File: config.mk
export PLATFORM = sky130hd
export DESIGN_NAME = pic_step_sequencer
export DESIGN_NICKNAME = d
export VERILOG_FILES = /design/src/rtl/pic_step_sequencer_pkg.sv /design/src/rtl/pic_issue_credit.sv /design/src/rtl/pic_step_sequencer.sv
export SDC_FILE = /design/constraint.sdc
export NUM_CORES = 1
export LEC_CHECK = 0
export ABC_AREA = 0
export CORE_MARGIN = 2
export CORE_UTILIZATION = 50
export CTS_BUF_LIST = sky130_fd_sc_hd__clkbuf_16
export CTS_CLUSTER_DIAMETER = 50
export DETAILED_ROUTE_END_ITERATION = 7
export PLACE_DENSITY = 0.76
export SLEW_MARGIN = 20
export SYNTH_ARGS = -nofsm -noshare
export SYNTH_HDL_FRONTEND = slang
export SYNTH_SLANG_ARGS = --single-unit
File: constraint.sdc
create_clock -name clk -period 8 [get_ports clk]
set_input_delay 1.6 -clock clk [delete_from_list [all_inputs] [get_ports clk]]
set_output_delay 1.6 -clock clk [all_outputs]
set_load 0.01 [all_outputs]
File: src/rtl/pic_step_sequencer_pkg.sv
// rtl/pic_step_sequencer_pkg.sv - shared types and default sizes for the PIC timestep sequencer
package pic_step_sequencer_pkg;

  localparam int DEF_NUM_PARTICLES = 16384;
  localparam int DEF_PADDRWIDTH    = $clog2(DEF_NUM_PARTICLES);
  localparam int DEF_MAX_INFLIGHT  = 32;
  localparam int DEF_STEPWIDTH     = 16;

  typedef enum logic [2:0] {
    IDLE, CLEAR, SCATTER, SCAT_DRAIN, SOLVE, PUSH, PUSH_DRAIN, STEP_END
  } step_state_t;

  typedef enum logic {PH_SCATTER = 1'b0, PH_PUSH = 1'b1} phase_t;

  typedef logic [DEF_PADDRWIDTH-1:0] paddr_t;

endpackage

File: src/rtl/pic_issue_credit.sv
// rtl/pic_issue_credit.sv - particle index issue counter with in-flight credit limit and retire error flag
module pic_issue_credit
  import pic_step_sequencer_pkg::*;
#(
  parameter int NUM_PARTICLES = DEF_NUM_PARTICLES,
  parameter int MAX_INFLIGHT  = DEF_MAX_INFLIGHT,
  parameter int PADDRWIDTH    = $clog2(NUM_PARTICLES),
  parameter int CWIDTH        = $clog2(MAX_INFLIGHT + 1)
) (
  input  logic                  clk,
  input  logic                  rst_n,
  input  logic                  abort,
  input  logic                  start,
  input  logic                  issue_en,
  input  logic                  p_ready,
  input  logic                  p_retire,
  output logic                  p_valid,
  output logic [PADDRWIDTH-1:0] p_addr,
  output logic                  last_accept,
  output logic                  inflight_zero,
  output logic                  err
);

  logic [PADDRWIDTH-1:0] addr_q, addr_d;
  logic [CWIDTH-1:0]     inflight_q, inflight_d;
  logic                  err_q, err_d;
  logic                  aborted_q, aborted_d;
  logic                  accept, retire_ok;

  always_comb begin
    p_valid     = issue_en && (inflight_q < CWIDTH'(MAX_INFLIGHT));
    accept      = p_valid && p_ready;
    last_accept = accept && (addr_q == PADDRWIDTH'(NUM_PARTICLES - 1));
    retire_ok   = p_retire && (inflight_q != '0);
    addr_d      = addr_q;
    inflight_d  = inflight_q;
    err_d       = err_q;
    aborted_d   = aborted_q;

    if (last_accept) addr_d = '0;
    else if (accept) addr_d = addr_q + PADDRWIDTH'(1);

    case ({accept, retire_ok})
      2'b10:   inflight_d = inflight_q + CWIDTH'(1);
      2'b01:   inflight_d = inflight_q - CWIDTH'(1);
      default: inflight_d = inflight_q;
    endcase

    // Retires trailing an abort are stragglers from the abandoned run, not protocol errors.
    if (p_retire && (inflight_q == '0) && !aborted_q) err_d = 1'b1;

    if (start) begin
      err_d     = 1'b0;
      aborted_d = 1'b0;
    end
    if (abort) begin
      addr_d     = '0;
      inflight_d = '0;
      aborted_d  = 1'b1;
    end
  end

  always_ff @(posedge clk or negedge rst_n) begin
    if (!rst_n) begin
      addr_q     <= '0;
      inflight_q <= '0;
      err_q      <= 1'b0;
      aborted_q  <= 1'b0;
    end else begin
      addr_q     <= addr_d;
      inflight_q <= inflight_d;
      err_q      <= err_d;
      aborted_q  <= aborted_d;
    end
  end

  assign p_addr        = addr_q;
  assign inflight_zero = (inflight_q == '0);
  assign err           = err_q;

endmodule

File: src/rtl/pic_step_sequencer.sv
// rtl/pic_step_sequencer.sv - PIC timestep sequencer: clear, scatter, solve, push per step
// Optional PERF_CNT_EN adds per-phase cycle counters and a stall counter.
module pic_step_sequencer
  import pic_step_sequencer_pkg::*;
#(
  parameter int NUM_PARTICLES = DEF_NUM_PARTICLES,
  parameter int PADDRWIDTH    = $clog2(NUM_PARTICLES),
  parameter int MAX_INFLIGHT  = DEF_MAX_INFLIGHT,
  parameter int STEPWIDTH     = DEF_STEPWIDTH
) (
  input  logic                  clk,
  input  logic                  rst_n,
  input  logic                  start,
  input  logic                  abort,
  input  logic [STEPWIDTH-1:0]  num_steps,
  output logic                  busy,
  output logic                  done,
  output logic [STEPWIDTH-1:0]  step_cnt,
  output logic                  clr_start,
  input  logic                  clr_done,
  output logic                  p_valid,
  input  logic                  p_ready,
  output logic [PADDRWIDTH-1:0] p_addr,
  output logic                  p_phase,
  input  logic                  p_retire,
  output logic                  solve_start,
  input  logic                  solve_done,
  output logic                  err
`ifdef PERF_CNT_EN
  ,
  output logic [31:0]           scat_cycles,
  output logic [31:0]           solve_cycles,
  output logic [31:0]           push_cycles,
  output logic [31:0]           stall_cycles
`endif
);

  step_state_t          state_q, state_d;
  logic [STEPWIDTH-1:0] step_cnt_q, step_cnt_d;
  logic [STEPWIDTH-1:0] num_steps_q, num_steps_d;
  logic                 clr_start_q, solve_start_q;
  logic                 start_acc, issue_en, last_accept, inflight_zero, final_step;

  always_comb begin
    start_acc   = start && !abort && (state_q == IDLE);
    final_step  = (num_steps_q != '0) && ((step_cnt_q + STEPWIDTH'(1)) == num_steps_q);
    state_d     = state_q;
    step_cnt_d  = step_cnt_q;
    num_steps_d = num_steps_q;
    done        = 1'b0;
    case (state_q)
      IDLE: if (start_acc) begin
        state_d     = CLEAR;
        step_cnt_d  = '0;
        num_steps_d = num_steps;
      end
      CLEAR:      if (clr_done) state_d = SCATTER;
      SCATTER:    if (last_accept) state_d = SCAT_DRAIN;
      SCAT_DRAIN: if (inflight_zero) state_d = SOLVE;
      SOLVE:      if (solve_done) state_d = PUSH;
      PUSH:       if (last_accept) state_d = PUSH_DRAIN;
      PUSH_DRAIN: if (inflight_zero) state_d = STEP_END;
      STEP_END: begin
        step_cnt_d = step_cnt_q + STEPWIDTH'(1);
        if (final_step) begin
          state_d = IDLE;
          done    = 1'b1;
        end else begin
          state_d = CLEAR;
        end
      end
      default: state_d = IDLE;
    endcase
    if (abort) begin
      state_d    = IDLE;
      step_cnt_d = step_cnt_q;
      done       = 1'b0;
    end
  end

  always_ff @(posedge clk or negedge rst_n) begin
    if (!rst_n) begin
      state_q       <= IDLE;
      step_cnt_q    <= '0;
      num_steps_q   <= '0;
      clr_start_q   <= 1'b0;
      solve_start_q <= 1'b0;
    end else begin
      state_q       <= state_d;
      step_cnt_q    <= step_cnt_d;
      num_steps_q   <= num_steps_d;
      clr_start_q   <= (state_d == CLEAR) && (state_q != CLEAR);
      solve_start_q <= (state_d == SOLVE) && (state_q != SOLVE);
    end
  end

  assign issue_en    = (state_q == SCATTER) || (state_q == PUSH);
  assign busy        = (state_q != IDLE);
  assign step_cnt    = step_cnt_q;
  assign clr_start   = clr_start_q;
  assign solve_start = solve_start_q;
  assign p_phase     = ((state_q == PUSH) || (state_q == PUSH_DRAIN)) ? PH_PUSH : PH_SCATTER;

  pic_issue_credit #(
    .NUM_PARTICLES (NUM_PARTICLES),
    .MAX_INFLIGHT  (MAX_INFLIGHT),
    .PADDRWIDTH    (PADDRWIDTH)
  ) u_issue (
    .clk           (clk),
    .rst_n         (rst_n),
    .abort         (abort),
    .start         (start_acc),
    .issue_en      (issue_en),
    .p_ready       (p_ready),
    .p_retire      (p_retire),
    .p_valid       (p_valid),
    .p_addr        (p_addr),
    .last_accept   (last_accept),
    .inflight_zero (inflight_zero),
    .err           (err)
  );

`ifdef PERF_CNT_EN
  // Running counts cover the step in progress; outputs hold the last completed step.
  logic [31:0] scat_run_q, solve_run_q, push_run_q;
  logic [31:0] scat_cyc_q, solve_cyc_q, push_cyc_q, stall_q;

  always_ff @(posedge clk or negedge rst_n) begin
    if (!rst_n) begin
      scat_run_q  <= '0;
      solve_run_q <= '0;
      push_run_q  <= '0;
      scat_cyc_q  <= '0;
      solve_cyc_q <= '0;
      push_cyc_q  <= '0;
      stall_q     <= '0;
    end else if (start_acc) begin
      scat_run_q  <= '0;
      solve_run_q <= '0;
      push_run_q  <= '0;
      scat_cyc_q  <= '0;
      solve_cyc_q <= '0;
      push_cyc_q  <= '0;
      stall_q     <= '0;
    end else begin
      if ((state_q == SCATTER) || (state_q == SCAT_DRAIN)) scat_run_q <= scat_run_q + 32'd1;
      if (state_q == SOLVE) solve_run_q <= solve_run_q + 32'd1;
      if ((state_q == PUSH) || (state_q == PUSH_DRAIN)) push_run_q <= push_run_q + 32'd1;
      if (state_q == STEP_END) begin
        scat_cyc_q  <= scat_run_q;
        solve_cyc_q <= solve_run_q;
        push_cyc_q  <= push_run_q;
        scat_run_q  <= '0;
        solve_run_q <= '0;
        push_run_q  <= '0;
      end
      if (p_valid && !p_ready) stall_q <= stall_q + 32'd1;
    end
  end

  assign scat_cycles  = scat_cyc_q;
  assign solve_cycles = solve_cyc_q;
  assign push_cycles  = push_cyc_q;
  assign stall_cycles = stall_q;
`endif

endmodule

==> run_results.csv <==
group,metric,value,unit
critical_path,crit_type,"in -> out",
critical_path,r2r_end,"u_issue.inflight_q[5]$_DFFE_PN0P_",
timing,rsz0062_at_grt,"no",
finish,n_antenna_cell,0,
synthesis,synth_fp_nets,399,
die,die_w,87.7,um
synthesis,postSynthCellCount,368,
hold_path,hold_start,"u_issue.err$_DFFE_PN0P_",
die,io-pin-count,61,
synthesis,ys_types,56,
die,rows,30,
critical_path,endpoint_kind,"primary output",
critical_path,critical-path-max-stage-delay,750,ps
timing,skew,5.59,ps
routing,wl_met1,3810,um
placed_design,hpwlAfterDp,5590,um
routing,wirelength,8120,um
clocking,cts_buffers,9,
critical_path,cp_common_cell,"clkdlybuf4s50_1",
clocking,clockRootBuffer,"clkbuf_16",
synthesis,avgSynthCellArea,9.53,um^2
synthesis,synth-seq-cells,59,
grt,grt_max_degree,60,
clocking,cts_setup_buffers,0,
timing,period_share,68.0,%
grt,grt_usage,22.7,%
finish,multiInputGateArea,0.00193,mm^2
grt,antenna_found_initial,0,
die,dieArea,0.00770,mm^2
timing,relSlewSlack,50.4,%
critical_path,startpoint,"abort",
clocking,path_clk_slew,50,ps
clocking,htreeDepth,3,
routing,highest_layer,"met4",
routing,via_per_inst,5.67,
pwr,p_leak,0.00182,uW
grt,grt_pass1_wl,13800,um
placed_design,preCtsSetupSlack,2570,ps
critical_path,critPathMaxFanout,18,
clocking,ctsHoldBuffers,0,
critical_path,reg2reg_depth,10,
routing,route.detailed.drc,0,
grt,grt_pass1_vias,2784,
finish,drive_above_1_share,9.13,%
routing,wl_met3,302,um
critical_path,cp_cell_sequence,"clkdlybuf4s50_1 -> inv_1 -> and4_1 -> and2_1 -> clkdlybuf4s50_1",
grt,grt-ovfl-total,0,
hold_path,whs_path_depth,2,
finish,layout_common_cells,"dfrtp_1 (59), clkdlybuf4s50_1 (59), nor2_1 (47), nand2_1 (22), xor2_1 (22)",
timing,max_freq,0.184,GHz
clocking,insertion_delay,320,ps
clocking,clock-sinks,59,
synthesis,ys.warnings.count,0,
critical_path,arrival,3840,ps
finish,nets,453,
finish,register_area,0.00148,mm^2
timing,setup_ws,2560,ps
routing,drtIter0Drc,163,
placed_design,place_congestion,0.868,
synthesis,synth_seq_area_share,42.1,%
timing,drv_slew,0,
timing,tns,0,ps
pwr,peakVddDrop,0.135,mV
flow_run,drv_cap,0,
timing,setup-violations-final,0,
synthesis,synth_flop_cell,"dfrtp_1",
routing,antenna_left,0,
hold_path,min_path_type,"reg -> reg",
die,die_h,87.7,um
finish,area_growth,26.0,%
timing,finalHoldViolCount,0,
finish,final_util,65.0,%
critical_path,critPathSlowestCell,"clkdlybuf4s50_1",
hold_path,hold_end,"u_issue.err$_DFFE_PN0P_",
synthesis,async_reset_ff_share,100,%
status,status,"completed",
synthesis,synth-edff-count,0,
routing,route.vias.total,2963,
critical_path,required,6400,ps
placed_design,io_buffer_count,60,
timing,post-route-min-period,5440,ps
clocking,clockBufferDepth,2,
critical_path,rrSetupSlack,4810,ps
pwr,power.total,1180,uW
timing,tightest_slew,744,ps
clocking,post_cts_resized,0,
timing,hold_ws,525,ps
routing,wl_met2,3940,um
critical_path,r2r_start,"state_q[1]$_DFF_PN0_",
critical_path,worstSetupStartpointType,"input port",
die,start_util,51.6,%
pwr,power_density,267,mW/mm^2
routing,post_drt_wl_per_cell,15.5,um
synthesis,synth_area,0.00351,mm^2
routing,firstDrtPassIters,4,
finish,fillers,554,
clocking,cts_tree,"done",
die,fp.coreArea,0.00679,mm^2
-- logic make-up (layout without fill, tap and decap cells) --
| family | count (synthesis) | in the layout | share of synthesized area [%] |
|---|---|---|---|
| AO/OA/AOI/OAI | 67 | 67 | 13.0 |
| adder cells (fa/ha/maj) | 7 | 7 | 2.71 |
| XOR/XNOR | 40 | 40 | 9.99 |
| flip-flops | 59 | 59 | 42.1 |
| buffers and inverters | 25 | 84 | 2.89 |
| multiplexers | 21 | 21 | 6.60 |
| AND/OR/NAND/NOR | 149 | 149 | 22.7 |
-- cells in the mapped netlist (3+ instances only) --
library cell,count,area (um^2)
dfrtp_1,59,1480
nor2_1,47,176
nand2_1,22,82.6
xor2_1,22,193
xnor2_1,18,158
a21oi_1,17,85.1
mux2_2,17,191
o21ai_0,16,80.1
nand3_1,14,70.1
clkbuf_1,13,48.8
nand4_1,12,75.1
nor4_1,8,50.1
or3_1,7,43.8
and3_1,6,37.5
buf_2,6,30.0
ha_1,6,75.1
inv_1,6,22.5
a211oi_1,5,37.5
and2_1,4,25.0
and4_1,4,35.0
mux2i_1,4,40.0
nor3_1,4,20.0
nor3b_1,4,30.0
o211ai_1,4,30.0
nor2b_1,3,18.8
o211a_1,3,30.0
o31ai_1,3,22.5
-- stage by stage --
stage                     std cells  instance area (um^2)
after global placement          507                  4160
after CTS                       523                  4420
after detailed placement        507                  4160
after floorplan                 368                  3510
final                           523                  4420
after global routing            523                  4420
-- critical path: cells and delay by family --
kind                   cells  cell delay (ps)
buffers and inverters      3             1630
and+or+nand+nor            2              610
-- sequential cells by signal, indices dropped and copies added, names as in the netlist --
name	cells
num_steps_q	16
step_cnt	16
u_issue.p_addr	14
u_issue.inflight_q	6
state_q	3
clr_start	1
solve_start	1
u_issue.aborted_q	1
u_issue.err	1
-- report_power, final --
part           internal (uW)  total, uW  leakage, uW  switching [uW]
Combinational            210        404     0.000900             194
Clock                    202        326     0.000138             124
Sequential               364        449     0.000780            84.6
Total                    776       1180      0.00182             403
-- layout make-up --
| type | instances | area share [%] |
|---|---|---|
| timing repair buffer | 62 | 13.8 |
| inverter | 6 | 0.510 |
| multi-input combinational | 284 | 43.8 |
| clock buffer | 9 | 5.10 |
| clock inverter | 7 | 0.651 |
| tap | 96 | 2.72 |
| sequential | 59 | 33.4 |
-- worst max-delay path by stage --
stage / slack [ps] / endpoint
global placement: 2640 / done
global route: 2440 / done
detailed placement: 2570 / done
CTS: 2560 / done
finish: 2560 / done
floorplan: 3900 / done
-- per-layer routing --
layer	vias up	track usage (%)
li1	1446	-
met1	1443	31.7
met2	68	34.9
met3	6	4.52
met4	0	8.95
met5	-	0
Note: power is estimated with default switching activity, not from simulation.
==> edit 1 (same settings) <==
Add a define of `PERF_CNT_EN`.
--- a/src/rtl/pic_step_sequencer.sv
+++ b/src/rtl/pic_step_sequencer.sv
@@ -2,2 +2,4 @@
 // Optional PERF_CNT_EN adds per-phase cycle counters and a stall counter.
+`define PERF_CNT_EN
+
 module pic_step_sequencer
Behaviour (old outputs only; new: push_cycles, scat_cycles, solve_cycles and stall_cycles): unchanged (equiv_simple and equiv_induct, registers matched by name and starting in step).
==> edit 1 against the unedited design <==
Global-route usage grew 0.49 points. Critical path type unchanged. Maximum frequency shrank 4.1%. Power grew to 3.3 times the old value. Setup slack lost 0.23 ns. Clock power grew to 4.4 times the old value. Hold slack lost 0.031 ns. Wire length grew to 4.1 times the old value. Design area grew to 3.8 times the old value. Non-clock buffer count grew 134. Sequential cell count grew 224. Critical path depth is the same. Synthesized area grew to 3.9 times the old value. Sequential power grew to 3.7 times the old value.
==> edit 1: results (changes against the unedited design) <==
status - complete, no violations
Non-CTS buffers - 196 (+220%)
GR Layer Usage met3 - 4.910% (+0.39 points)
clk_lat worst skew - 0.51 ns (+0.19 ns)
Port Buffers - 188 (+210%)
H-tree depth - 2 (-1)
FF-to-FF End - push_run_q[9]
setup slack at placement - 2.362 ns (-0.2043 ns)
met1 usage - 32.43% (+0.73 points)
Final nets - 1696 (+270%)
Hold Path Stages - 1 (-1)
routed wl met3 - 2313 µm (+670%)
CTS Buf Count - 34 (+25)
Max IR drop VDD - 0.0001787 V (+32%)
worst clock skew - 0.01355 ns (+0.007955 ns)
GR Util met2 - 36.80% (+1.9 points)
inverters - 17 (+11)
Synth Area in Adders - 1.069% (-1.6 points)
TritonRoute pass-1 iters - 5 (+1)
r2r worst-path depth - 8 (-2)
fraction of area in registers - 42.43% (+9.0 points)
main area contributors after synthesis - dfrtp_1 (52%), nand2_1 (9.0%), nor2_1 (5.0%)
TritonCTS Sinks - 283 (+380%)
R2R Setup Slk - 3.80 ns (-1.01 ns)
largest net degree at the start of global routing - 99 (+65%)
placed cell areas - 15640 µm² (+280%)
Avg Synthesized Cell Area - 9.012 µm² (-5.4%)
DR vias/cell - 5.601 (-1.1%)
CP max stage delay - 0.87 ns (+0.12 ns)
routability congestion estimate - 0.8832 (+1.7%)
vias in the first global route - 11020 (+300%)
worst hold path startpoint - scat_run_q[31]
Layout clock area frac - 6.260% (+0.51 points)
DPL Wire Length - 21830 µm (+290%)
Fillers - 2199 (+300%)
mux contribution to synthesized area - 0.2950% (-6.3 points)
Worst Hold Path EP - scat_run_q[31]
top cells by count, synth - nand2_1 (325), dfrtp_1 (283), nor2_1 (182)
CP arrival - 4.07 ns (+0.23 ns)
worst hold margin - 0.4941 ns (-0.03140 ns)
P_int - 2.628 mW (+240%)
Clock Path Buffers - 3 (+1)
RR Startpoint - state_q[1]
cell leakage power - 7.109 nW (+290%)
first-pass GRT wire length - 54800 µm (+300%)
buffering overhead - 11.69% (-2.1 points)
share of layout cells above drive strength 1 - 4.632% (-4.5 points)
worst-margin pin slew - 1.059 ns (+0.3154 ns)
Initial DRC Count - 1115 (+580%)
metal2 WL - 15280 µm (+290%)
Unique masters post-synth - 59 (+5.4%)
Total GRT Usage - 23.21% (+0.49 points)
synth-to-layout area growth - 22.97%
Post-Syn Nets - 1541 (+290%)
-- edit 1: cell types whose count changed after synthesis, sizes merged, moves of 41 or more --
cell / unedited run / this run
nand2: 22 / 325
nand3: 15 / 66
a21oi: 17 / 128
dfrtp: 59 / 283
xnor2: 18 / 59
nor2: 47 / 183
xor2: 22 / 73
-- edit 1: worst reg2reg max path: stages, from the launching register on --
cell and delay, ns:
dfrtp_1 0.85, nor2b_1 0.57, o21ai_0 0.19, a31oi_1 0.40, nor2_2 0.14, nand2_1 0.53, nand2_2 0.74, buf_4 0.54
a21oi_1 0.17
-- edit 1: power by group through the flow --
stage / clock (mW) / sequential [mW] / combinational [mW]
6_report: 1.43 / 1.64 / 0.868
4_1_cts: 1.46 / 1.64 / 0.867
5_1_grt: 1.53 / 1.65 / 0.967
3_5_place_dp: 0 / 1.66 / 0.863
2_1_floorplan: 0 / 1.61 / 0.676
3_3_place_gp: 0 / 1.66 / 0.840
==> edit 2 (same flow settings) <==
Without the edit above. `addr_q` no longer has a reset.
--- a/src/rtl/pic_issue_credit.sv
+++ b/src/rtl/pic_issue_credit.sv
@@ -64,3 +64,2 @@
     if (!rst_n) begin
-      addr_q     <= '0;
       inflight_q <= '0;
@@ -69,3 +68,2 @@
     end else begin
-      addr_q     <= addr_d;
       inflight_q <= inflight_d;
@@ -74,2 +72,6 @@
     end
+  end
+
+  always_ff @(posedge clk) begin
+    addr_q <= addr_d;
   end
Function: differs if rst_n is asserted again (counterexample within 4 cycles, from zero or initial values and one cycle with rst_n low); with rst_n held inactive, the same outputs for 10 cycles.
==> edit 2 against the unedited design <==
Design area rose by 2.6%. Cell count rose by 5.4%. Critical path type unchanged. Setup slack got worse by 0.078 ns. Register-to-register slack got worse by 0.05 ns. Maximum frequency fell by 1.4%. Highest routed layer unchanged. Sequential cell count did not move. Wire length rose by 5.7%. Power rose by 8.3%. Synthesized area rose by 3.3%.
==> edit 2: results (changes against the unedited design) <==
status - complete, no violations
met1 wire length - 3699 µm (-2.8%)
CP arrival - 3.92 ns (+0.08 ns)
post-synthesis sequential area ratio - 38.83% (-3.3 points)
routed wl met3 - 387 µm (+28%)
worst hold margin - 0.4920 ns (-0.03351 ns)
fmax - 0.1812 GHz (-1.4%)
Hold Path Stages - 1 (-1)
Post-Syn Nets - 432 (+8.3%)
Total GRT Usage - 23.61% (+0.89 points)
metal2 WL - 4346 µm (+10%)
main area contributors after synthesis - dfrtp_1 (31%), dfxtp_1 (7.7%), xor2_1 (5.3%)
Fillers - 648 (+17%)
first-pass GRT wire length - 14480 µm (+5.0%)
DPL Wire Length - 6014 µm (+7.5%)
placed instance count - 535 (+5.5%)
GR Layer Usage met3 - 3.970% (-0.55 points)
Max IR drop VDD - 0.0001609 V (+19%)
vias in the first global route - 3093 (+11%)
routability congestion estimate - 0.8382 (-3.5%)
DR vias/cell - 5.690 (+0.43%)
worst-margin pin slew - 0.9729 ns (+0.2292 ns)
GR Util met2 - 40.00% (+5.1 points)
number of remaining DRC errors - 0 (unchanged)
Initial DRC Count - 235 (+44%)
final WL - 8581 µm (+5.7%)
setup slack at placement - 2.520 ns (-0.04695 ns)
CP max stage delay - 0.77 ns (+0.02 ns)
placed cell areas - 4208 µm² (+1.1%)
post-synthesis async set-or-reset flop share - 76.27% (-24 points)
cell leakage power - 1.782 nW (-2.0%)
met1 usage - 30.07% (-1.6 points)
Final nets - 478 (+5.5%)
[edit 2: cell count changes in the layout (fill, tap and decap cells not counted), sizes merged, moves of 3 or more]
cell    change
nand2      +23
dfrtp      -14
dfxtp      +14
nor2       -12
o21ai      +10
xnor2       -7
mux2i       +5
nor3        +5
o31ai       +5
or3         -5
clkbuf      +3
nor4        +3
o211a       -3
or2         +3
[edit 2: final timing paths]
path,startpoint,endpoint
max in group asynchronous,rst_n,step_cnt[1]
setup / recovery,abort,done
setup reg to reg,state_q[0],u_issue.inflight_q[5]
hold / removal,u_issue.aborted_q,u_issue.aborted_q
min in group asynchronous,rst_n,solve_start
hold reg to reg,u_issue.aborted_q,u_issue.aborted_q
[edit 2: final cells by class]
class | instances | area, µm² | share of cell area [%]
clock inverter | 4 | 17.52 | 0.3865
tap | 99 | 123.9 | 2.733
sequential | 59 | 1406 | 31.03
clock buffer | 12 | 300.3 | 6.626
multi-input combinational | 308 | 2052 | 45.28
inverter | 9 | 33.78 | 0.7454
timing repair buffer | 60 | 598.1 | 13.20
[edit 2: cells by family (layout without fill, tap and decap cells)]
| logic type | after synthesis | after routing | share of synthesized area [%] |
|---|---|---|---|
| AND/OR/NAND/NOR | 167 | 167 | 24.59 |
| AO/OA/AOI/OAI | 75 | 75 | 13.58 |
| flip-flops | 59 | 59 | 38.83 |
| buffers and inverters | 34 | 85 | 4.629 |
| XOR/XNOR | 33 | 33 | 7.979 |
| multiplexers | 26 | 26 | 7.772 |
| adder cells (fa/ha/maj) | 7 | 7 | 2.625 |
[edit 2: where the power goes]
group / switching (mW) / internal, mW
logic: 0.212 / 0.215
clock network: 0.138 / 0.263
registers: 0.0854 / 0.363
